--- config.mk ---
export PLATFORM = sky130hd
export DESIGN_NAME = sw_report_ctrl
export DESIGN_NICKNAME = d
export VERILOG_FILES = /design/src/rtl/sw_report_ctrl.sv
export SDC_FILE = /design/constraint.sdc
export NUM_CORES = 1
export LEC_CHECK = 0
export ABC_CLOCK_PERIOD_IN_PS = 6200
export CAP_MARGIN = 30
export CORE_MARGIN = 1
export CORE_UTILIZATION = 62
export CTS_CLUSTER_DIAMETER = 80
export DETAILED_ROUTE_END_ITERATION = 7
export PLACE_DENSITY_LB_ADDON = 0.2
export SKIP_CTS_REPAIR_TIMING = 1
export SKIP_LAST_GASP = 1
export SYNTH_ARGS = -nofsm -noshare
export SYNTH_HDL_FRONTEND = slang
export SYNTH_SLANG_ARGS = --single-unit
--- constraint.sdc ---
create_clock -name clk_core -period 6.2 [get_ports clk_core]
set_input_delay 1.24 -clock clk_core [delete_from_list [all_inputs] [get_ports clk_core]]
set_output_delay 1.24 -clock clk_core [all_outputs]
set_load 0.02 [all_outputs]
--- src/rtl/sw_report_ctrl.sv ---
// sw_report_ctrl: arbitrates manual and periodic report requests and streams
// each granted request as a 4-byte ASCII frame to a UART TX byte interface.
module sw_report_ctrl #(
    parameter int          CLK_FREQ_HZ      = 100_000_000,
    parameter logic [15:0] REPORT_PERIOD_MS = 16'd500
) (
    input  logic       clk_core,
    input  logic       rst,
    input  logic [3:0] sw_filt,
    input  logic [1:0] btn_filt,
    output logic [7:0] tx_data,
    output logic       tx_valid,
    input  logic       tx_ready,
    output logic       auto_en,
    output logic       busy,
    output logic [7:0] frame_cnt
);
    localparam logic [31:0] PRE_MAX = 32'(CLK_FREQ_HZ / 1000 - 1);
    localparam logic [15:0] MS_MAX  = REPORT_PERIOD_MS - 16'd1;
    localparam logic [0:0]  IDLE    = 1'b0;
    localparam logic [0:0]  SEND    = 1'b1;

    logic [0:0]  state;
    logic [1:0]  btn_q, press, idx;
    logic [31:0] pre_cnt;
    logic [15:0] ms_cnt;
    logic [3:0]  snap;
    logic [7:0]  hex_char;
    logic        man_pend, per_pend, kind, expiry, grant_man, grant_per, hs;

    assign press     = btn_filt & ~btn_q;
    assign expiry    = auto_en && pre_cnt == PRE_MAX && ms_cnt == MS_MAX;
    assign grant_man = state == IDLE && man_pend;
    assign grant_per = state == IDLE && !man_pend && per_pend;
    assign hs        = state == SEND && tx_ready;
    assign hex_char  = snap < 4'd10 ? 8'h30 + {4'h0, snap} : 8'h37 + {4'h0, snap};
    assign tx_valid  = state == SEND;
    assign busy      = tx_valid;
    // kind=1 marks an auto-report frame
    assign tx_data   = !tx_valid    ? 8'h00 :
                       idx == 2'd0  ? (kind ? 8'h41 : 8'h4D) :
                       idx == 2'd1  ? hex_char :
                       idx == 2'd2  ? 8'h0D : 8'h0A;

    always_ff @(posedge clk_core) begin
        if (rst) begin
            btn_q     <= 2'b11;
            auto_en   <= 1'b0;
            pre_cnt   <= '0;
            ms_cnt    <= '0;
            man_pend  <= 1'b0;
            per_pend  <= 1'b0;
            state     <= IDLE;
            idx       <= 2'd0;
            kind      <= 1'b0;
            snap      <= 4'h0;
            frame_cnt <= 8'h00;
        end else begin
            btn_q    <= btn_filt;
            auto_en  <= auto_en ^ press[1];
            man_pend <= press[0] | (man_pend & ~grant_man);
            per_pend <= expiry | (per_pend & ~grant_per & ~(press[1] & auto_en));
            // timer is frozen at zero whenever auto mode is off or being toggled
            if (!auto_en || press[1] || expiry) begin
                pre_cnt <= '0;
                ms_cnt  <= '0;
            end else if (pre_cnt == PRE_MAX) begin
                pre_cnt <= '0;
                ms_cnt  <= ms_cnt + 16'd1;
            end else begin
                pre_cnt <= pre_cnt + 32'd1;
            end
            if (grant_man || grant_per) begin
                state <= SEND;
                kind  <= grant_per;
                snap  <= sw_filt;
                idx   <= 2'd0;
            end else if (hs) begin
                idx <= idx + 2'd1;
                if (idx == 2'd3) begin
                    state     <= IDLE;
                    frame_cnt <= frame_cnt + 8'd1;
                end
            end
        end
    end
endmodule

; ---- Yosys cells after proc, flatten, opt, wreduce, memory -nomap -nowiden
; Cells that the tools add are included.
[totals]
wordCells = 65
output_inout_bits = 19
regBits = 69
input_bits = 9
[classes]
add_sub_neg = 6
n_mux = 9
bitwise_logic = 14
n_reduce_logical = 19
eq_ne = 5
order_cmp = 1
[ops]
columns = cell, n
row1 = "32-bit by 1-bit adder with 32-bit output, second input constant", 1
row2 = "32-bit by 17-bit == test with 1-bit output, second input constant", 1
row3 = 7-bit two-way mux, 4
row4 = "16-bit by 1-bit adder with 16-bit output, second input constant", 1
row5 = "16-bit by 9-bit == test with 1-bit output, second input constant", 1
row6 = "6-bit by 4-bit adder with 7-bit output, first input constant", 2
row7 = "8-bit by 1-bit adder with 8-bit output, second input constant", 1
row8 = 1-bit logical AND, 6
row9 = 1-bit NOT, 5
row10 = 1-bit AND, 4
row11 = "2-bit == test, second input constant", 2
row12 = "4-bit < comparator, second input constant", 1
row13 = 4-bit two-way mux, 1
row14 = 2-bit nonzero test, 2
row15 = 2-bit OR reduction, 2
row16 = 1-bit logical OR, 3
row17 = 1-bit two-way mux, 3
row18 = 3-bit two-way mux, 1
row19 = 3-bit AND reduction, 1
row20 = 3-bit OR reduction, 1
row21 = "2-bit by 1-bit adder with 2-bit output, second input constant", 1
row22 = 2-bit AND, 1
row23 = "2-bit by 1-bit == test with 1-bit output, second input constant", 1
row24 = 1-bit logical NOT, 2
row25 = 5 further kinds, 6

; ---- Logic depth before layout (Yosys ltp)
; Gate-level depths: netlist of run 1.
[logic_depth]
depth_word = 7
mapped_depth = 8

; ---- Least setup slack after synthesis of run 1
; Ideal clock, no wire load.
[synth_timing]
path_kind = flip-flop to output port
startpoint = reg state (netlist: busy)
endpoint = out tx_data[4]
stages_incl_launch_ff = 4
slack_ps = 3234
arrival_ps = 1726
required_time_ps = 4960
n_path_buf = 1
cell_sequence = dfxtp_1 clkbuf_1 clkinv_1 nor4b_1
[synth_via]
elab_chain_cells = 1
[synth_lines]
columns = item, line_no
row1 = "start, declared", 23  ; logic [0:0] state;
row2 = "start signal, assigned", 53  ; state <= IDLE;
row3 = "start signal, assigned", 74  ; state <= SEND;
row4 = "start signal, assigned", 81  ; state <= IDLE;
row5 = 7-bit two-way mux, 40  ; assign tx_data = !tx_valid ? 8'h00 :
row6 = "end, declared", 11  ; output logic [7:0] tx_data,
; No other way between the ends.

; ---- Worst setup path after layout of run 1
[layout_timing]
startpoint = reg idx[1]
endpoint = out tx_data[2]
[layout_via]
elab_chain_cells = 5
[layout_lines]
columns = item, line_no
row1 = "start, declared", 24  ; logic [1:0] btn_q, press, idx;
row2 = "start signal, assigned", 79  ; idx <= idx + 2'd1;
row3 = 2-bit == test, 43  ; idx == 2'd2 ? 8'h0D : 8'h0A;
row4 = 3-bit two-way mux, 43
row5 = 7-bit two-way mux, 42  ; idx == 2'd1 ? hex_char :
row6 = 7-bit two-way mux (*), 41  ; idx == 2'd0 ? (kind ? 8'h41 : 8'h4D) :
row7 = 7-bit two-way mux (*), 40
; Mark *: on every way between the ends. The rest lies on a longest branch, timed or not.

==> flow_metrics.tcl, run 1 <==
set metrics [dict create \
    layout-drive-gt1-share_pct 4.918 \
    path_class "reg2out" \
    synthToLayoutAreaGrowth_pct 13.73 \
    synth_seq_cells 69 \
    grt_antenna_before_repair 0 \
    drt_wl_total_um 6692 \
    holdWs_ns 0.4618 \
    cts_tree "yes" \
    drt_iter0_markers 119 \
    synth_fp_nets 422 \
    first_pass_iters 4 \
    rows 26 \
    ys_seq_area_share_pct 41.41 \
    r2r-end "pre_cnt[20]" \
    synth_area_leaders "dfxtp_1 (41%), xnor2_1 (6.8%), nor2_1 (6.6%), xor2_1 (4.7%), nand4_1 (4.3%)" \
    yosysTopAreaCell "dfxtp_1" \
    routed_via_density 5.787 \
    vias 2876 \
    fin_nets 441 \
    fillerInstances 442 \
    initial_core_util_pct 64.90 \
    final_cells 497 \
    crit_start "idx[1]" \
    clk_pin_slew_worst_paths_ns 0.07 \
    max_freq_mhz 287.3 \
    timing.rr.start "pre_cnt[18]" \
    synth_cells 403 \
    yosys.area.top_type_share_pct 41.41 \
    placed_cells 481 \
    min_from "pre_cnt[0]" \
    synthArstFlopShare_pct 0 \
    fin_crit_sh_pct 56.15 \
    die-area_um2 5678 \
    final_cell_area_um2 3794 \
    multiInputGateArea_um2 1826 \
    leakagePower_nw 1.181 \
    place.gp.congestion 0.7794 \
    post_drt_wl_per_cell_um 13.46 \
    power.density_nw_per_um2 212.0 \
    fin_crit_ns 3.481 \
    coreArea_um2 5140 \
    place_area_um2 3615 \
    grt_remaining_overflow 0 \
    dp_hpwl_um 4686 \
    slew_headroom_pct 32.36 \
    die_x_um 75.35 \
    antenna_cells 0 \
    post-route-util_pct 73.81 \
    cap_violations 0 \
    avgSynthCellArea_um2 8.277 \
    postRouteAntennaNets 0 \
    drc 0 \
    grt_max_degree 32 \
    finClkSkew_ns 0.009316 \
    cts_buffer_depth 2 \
    yosysWarnings 0 \
    fin_setup_tns_ns 0 \
    fp.dieH_um 75.35 \
    grt_pass1_wl_um 11130 \
    io_pins 28 \
    hold_depth 1 \
    reg2reg_depth 5 \
    setup_violations 0 \
    rrSetupSlack_ns 3.27 \
    required_ns 4.96 \
    rsz0062_at_grt "false" \
    ctsRootBufferMaster "clkbuf_8" \
    hold_viol_final 0 \
    worst_pin_slew_ns 1.012 \
    place.port_buffers 26 \
    syn-cell-area_um2 3336 \
    clk_latency_ns 0.34 \
    worstSetupEndpointType "output port" \
    grtUsageTotal_pct 25.96 \
    numCtsBuffers 9 \
    cp-start-kind "register" \
    ir_drop_mv 0.1948 \
    cp.arrival_ns 2.24 \
    status "finished, final reports clean" \
    seq_area_um2 1381 \
    synth-edff-count 0 \
    hold_path_end "pre_cnt[0]" \
    synth_cell_types 41 \
    synth-main-ff-cell "dfxtp_1" \
    cts_sinks 69 \
    cp_max_fo 8 \
    grt_pass1_vias 2622 \
    slew_viol_final 0 \
    hold_path_class "reg2reg" \
    htree_levels 3 \
]
per-layer routing:
layer / GRT usage (%) / share of wire [%] / routed length (µm) / vias to the layer above
li1: - / - / - / 1456
met1: 32.77 / 47 / 3136 / 1369
met2: 41.47 / 48 / 3217 / 43
met3: 8.598 / 3.9 / 264 / 8
met4: 9.877 / 1.1 / 74 / 0
met5: 0 / 0 / 0 / -
cells in the final DEF (no fill, tap or decap), drive strengths merged, types with 16 or more instances in the layout:
master / count
dfxtp: 69
clkdlybuf4s50: 26
nor4: 16
nand4: 23
xnor2: 26
nand2: 36
xor2: 18
nand3: 16
a21oi: 21
nor2: 59
critical path: stages, from the launching register on:
cell and delay [ns]:
dfxtp_1 0.34, inv_1 0.09, ha_1 0.30, nor2_1 0.13, a311oi_1 0.28, a21oi_1 0.07, nor2_1 0.09, clkdlybuf4s50_1 0.61
cell usage after synthesis (12+ instances only):
cell,number
a21oi_1,21
clkbuf_1,16
dfxtp_1,69
inv_1,12
nand2_1,36
nand3_1,16
nand4_1,23
nor2_1,59
nor3_1,13
nor4_1,16
xnor2_1,26
xor2_1,18
where the power goes:
| part | switching (mW) | leakage (nW) | internal (mW) |
|---|---|---|---|
| Combinational | 0.0152 | 0.539 | 0.0122 |
| Sequential | 0.00272 | 0.557 | 0.446 |
| Clock | 0.162 | 0.0857 | 0.167 |
worst max-delay path by stage:
stage,slack (ns),end
after floorplan,3.23,tx_data[4]
after global placement,2.82,pre_cnt[7]
after detailed placement,2.73,pre_cnt[27]
after CTS,2.70,tx_data[2]
after global routing,2.50,tx_data[4]
final,2.72,tx_data[2]
through the flow:
step / total power, mW / setup WS [ns]
global placement: 0.4850 / 2.819
detailed placement: 0.4859 / 2.727
finish: 0.8041 / 2.719
CTS: 0.8139 / 2.696
floorplan: 0.4743 / 3.234
global route: 0.8347 / 2.501
flip-flops by register name, summed over array words and instances, names as in the netlist:
signal / cells
busy: 1
auto_en: 1
frame_cnt: 8
kind: 1
snap: 4
pre_cnt: 32
btn_q: 2
idx: 2
ms_cnt: 16
per_pend: 1
man_pend: 1
cell families (layout without fill, tap and decap cells):
kind of cell             Yosys count  after routing  synth area share [%]
AND/OR/NAND/NOR                  205            205                 31.62
buffers and inverters             32             56                 3.863
multiplexers                       2              2                0.6002
XOR/XNOR                          44             44                 11.55
adder cells (fa/ha/maj)           10             10                 3.751
flip-flops                        69             69                 41.41
AO/OA/AOI/OAI                     40             40                 7.090
other                              1              1                0.1124
area by class of cell:
type | count | area share, %
Multi-Input combinational cell | 302 | 48.12
Tap cell | 70 | 2.309
Inverter | 13 | 1.286
Timing Repair Buffer | 27 | 7.157
Clock inverter | 3 | 0.5277
Sequential cell | 69 | 36.41
Clock buffer | 13 | 4.189
Power figures use the tool's default switching activity.
==> inputs of run 2 (changes only) <==
--- a/config.mk
+++ b/config.mk
@@ -5,10 +5,10 @@
 export SDC_FILE = /design/constraint.sdc
 export NUM_CORES = 1
 export LEC_CHECK = 0
-export ABC_CLOCK_PERIOD_IN_PS = 6200
+export ABC_CLOCK_PERIOD_IN_PS = 3100
 export CAP_MARGIN = 30
 export CORE_MARGIN = 1
-export CORE_UTILIZATION = 62
+export CORE_UTILIZATION = 52
 export CTS_CLUSTER_DIAMETER = 80
 export DETAILED_ROUTE_END_ITERATION = 7
 export PLACE_DENSITY_LB_ADDON = 0.2
==> constraint.sdc (replaced) <==
create_clock -name clk_core -period 3.1 [get_ports clk_core]
set_input_delay 0.62 -clock clk_core [delete_from_list [all_inputs] [get_ports clk_core]]
set_output_delay 0.62 -clock clk_core [all_outputs]
set_load 0.02 [all_outputs]
==> run 2 against run 1 <==
Clock power rose by 120%. Sequential power rose by 100%. Setup slack got worse by 2.5 ns. Count of clock-buffer cells in the layout shrank 1. Clock skew shrank 0.0021 ns. First-iteration DRC count shrank 5.9%. Non-clock buffer count rose by 2. Via count fell by 0.52%. Routed wire length is 2.1% higher. Critical endpoint is now tx_data[4].
==> flow_metrics.tcl, run 2 (synthesis gave the netlist of run 1 again) <==
set metrics [dict create \
    cp.arrival_ns 2.22 \
    place.gp.congestion 0.8498 \
    clk_latency_ns 0.35 \
    io_pins 28 \
    largest_reg_flops 32 \
    total_power_mw 1.684 \
    worst_pin_slew_ns 0.6933 \
    numCtsBuffers 9 \
    crit_start "busy" \
    die_x_um 82.09 \
    placed_cells 488 \
    hold_path_class "reg2reg" \
    initial_core_util_pct 55.04 \
    crit_path_top_delay_cell "clkdlybuf4s50_1" \
    setup_violations 0 \
    final_cells 504 \
    grt_util_met2_pct 34.79 \
    required_ns 2.48 \
    dp_hpwl_um 4718 \
    finClkSkew_ns 0.007183 \
    grt_pass1_vias 2461 \
    drc 0 \
    clk_pin_slew_worst_paths_ns 0.07 \
    max_freq_mhz 352.7 \
    top_register "pre_cnt" \
    leakagePower_nw 1.203 \
    slew_headroom_pct 53.35 \
    ir_drop_mv 0.2755 \
    crit_buf_inv 2 \
    routed_via_density 5.677 \
    antenna_cells 0 \
    final_common_cell "dfxtp_1" \
    cts_tree "yes" \
    grt_antenna_before_repair 0 \
    use_met1_pct 27.57 \
    ctsRootBufferMaster "clkbuf_8" \
    rsz0062_at_grt "false" \
    place.port_buffers 26 \
    fin_nets 443 \
    fp.dieH_um 82.09 \
    grt_remaining_overflow 0 \
    cap_violations 0 \
    path_cells "clkinv_1 > nor4b_1 > clkdlybuf4s50_1" \
    min_from "snap[0]" \
    layout-drive-gt1-share_pct 5.361 \
    critPathMaxStageDelay_ns 0.66 \
    status "finished, final reports clean" \
    worstSetupEndpointType "output port" \
    top_regs "pre_cnt x32, ms_cnt x16, frame_cnt x8" \
    fin_crit_sh_pct 91.47 \
    grt_max_degree 32 \
    cts_buffer_depth 2 \
    path_class "reg2out" \
    die-area_um2 6739 \
    met3_usage_pct 5.275 \
    rows 28 \
    holdWs_ns 0.4598 \
    fillerInstances 514 \
    slew_viol_final 0 \
    power.density_nw_per_um2 440.3 \
    timing.rr.start "pre_cnt[18]" \
    hold_viol_final 0 \
    htree_levels 3 \
    post-route-util_pct 63.11 \
    postRouteAntennaNets 0 \
    cp-start-kind "register" \
    grtUsageTotal_pct 21.90 \
    grt.busiest_layer "met2" \
    synthToLayoutAreaGrowth_pct 14.67 \
    drt_wl_total_um 6832 \
    path_delay_family "buffers and inverters" \
    cp_max_fo 10 \
    fin_crit_ns 2.836 \
    fin_setup_tns_ns 0 \
    vias 2861 \
    drt_iter0_markers 112 \
    cts_sinks 69 \
    coreArea_um2 6061 \
    first_pass_iters 4 \
    grt_pass1_wl_um 11070 \
    final_cell_mix "dfxtp_1 (69), nor2_1 (59), nand2_1 (36), xnor2_1 (26), clkdlybuf4s50_1 (26)" \
    post_drt_wl_per_cell_um 13.56 \
]
run 2: cell count changes in the layout (fill, tap and decap cells not counted), sizes merged:
cell           delta
clkinvlp          -1
buf               +3
clkdlybuf4s15     -1
bufinv            +1
clkinv            +1
clkbuf            -1
run 2: worst paths after layout:
| check | end | slack [ns] | depth (start not counted) |
|---|---|---|---|
| setup reg to reg | ms_cnt[13] | 0.63 | 5 |
| setup / recovery | tx_data[4] | 0.26 | 3 |
| hold reg to reg | snap[0] | 0.46 | 2 |
| hold / removal | snap[0] | 0.46 | 2 |
run 2: report_power, final:
part	leakage, nW	switching (mW)	internal, mW	total (mW)
logic	0.550	0.0308	0.0256	0.0564
clock network	0.0964	0.340	0.392	0.731
registers	0.557	0.00534	0.891	0.896
run 2: worst register-to-register path: cells and delay by family (launching register included):
family          cells  cell delay, ns
compound gates      1            0.16
simple gates        4            1.89
flops               1            0.36
run 2: cell type report:
class | count | area [µm²] | share of cell area (%)
tap | 75 | 93.84 | 2.453
inverter | 13 | 48.80 | 1.276
multi-input combinational | 302 | 1826 | 47.73
timing repair buffer | 29 | 282.8 | 7.393
clock buffer | 12 | 145.1 | 3.795
sequential | 69 | 1381 | 36.11
clock inverter | 4 | 47.55 | 1.243
run 2: routing by layer:
metal  up-vias  routed length (µm)  share of wire [%]
li1       1456                   -                  -
met5         -                   0                  0
met4         0                 141                2.1
met1      1350                3311                 48
met2        42                3160                 46
met3        13                 219                3.2
run 2: per-stage QoR:
stage               worst slack (ns)  area [µm²]
finish                        0.2644        3825
global route                 0.09084        3825
CTS                           0.2663        3825
detailed placement            0.6409        3632
global placement              0.6731        3632
floorplan                     0.7460        3336
==> inputs of run 3 (changes only) <==
--- a/config.mk
+++ b/config.mk
@@ -14,6 +14,7 @@
 export PLACE_DENSITY_LB_ADDON = 0.2
 export SKIP_CTS_REPAIR_TIMING = 1
 export SKIP_LAST_GASP = 1
+export SLEW_MARGIN = 5
 export SYNTH_ARGS = -nofsm -noshare
 export SYNTH_HDL_FRONTEND = slang
 export SYNTH_SLANG_ARGS = --single-unit
==> results of run 3 <==
The final DEF is identical to that of run 2; final timing and power are the same.
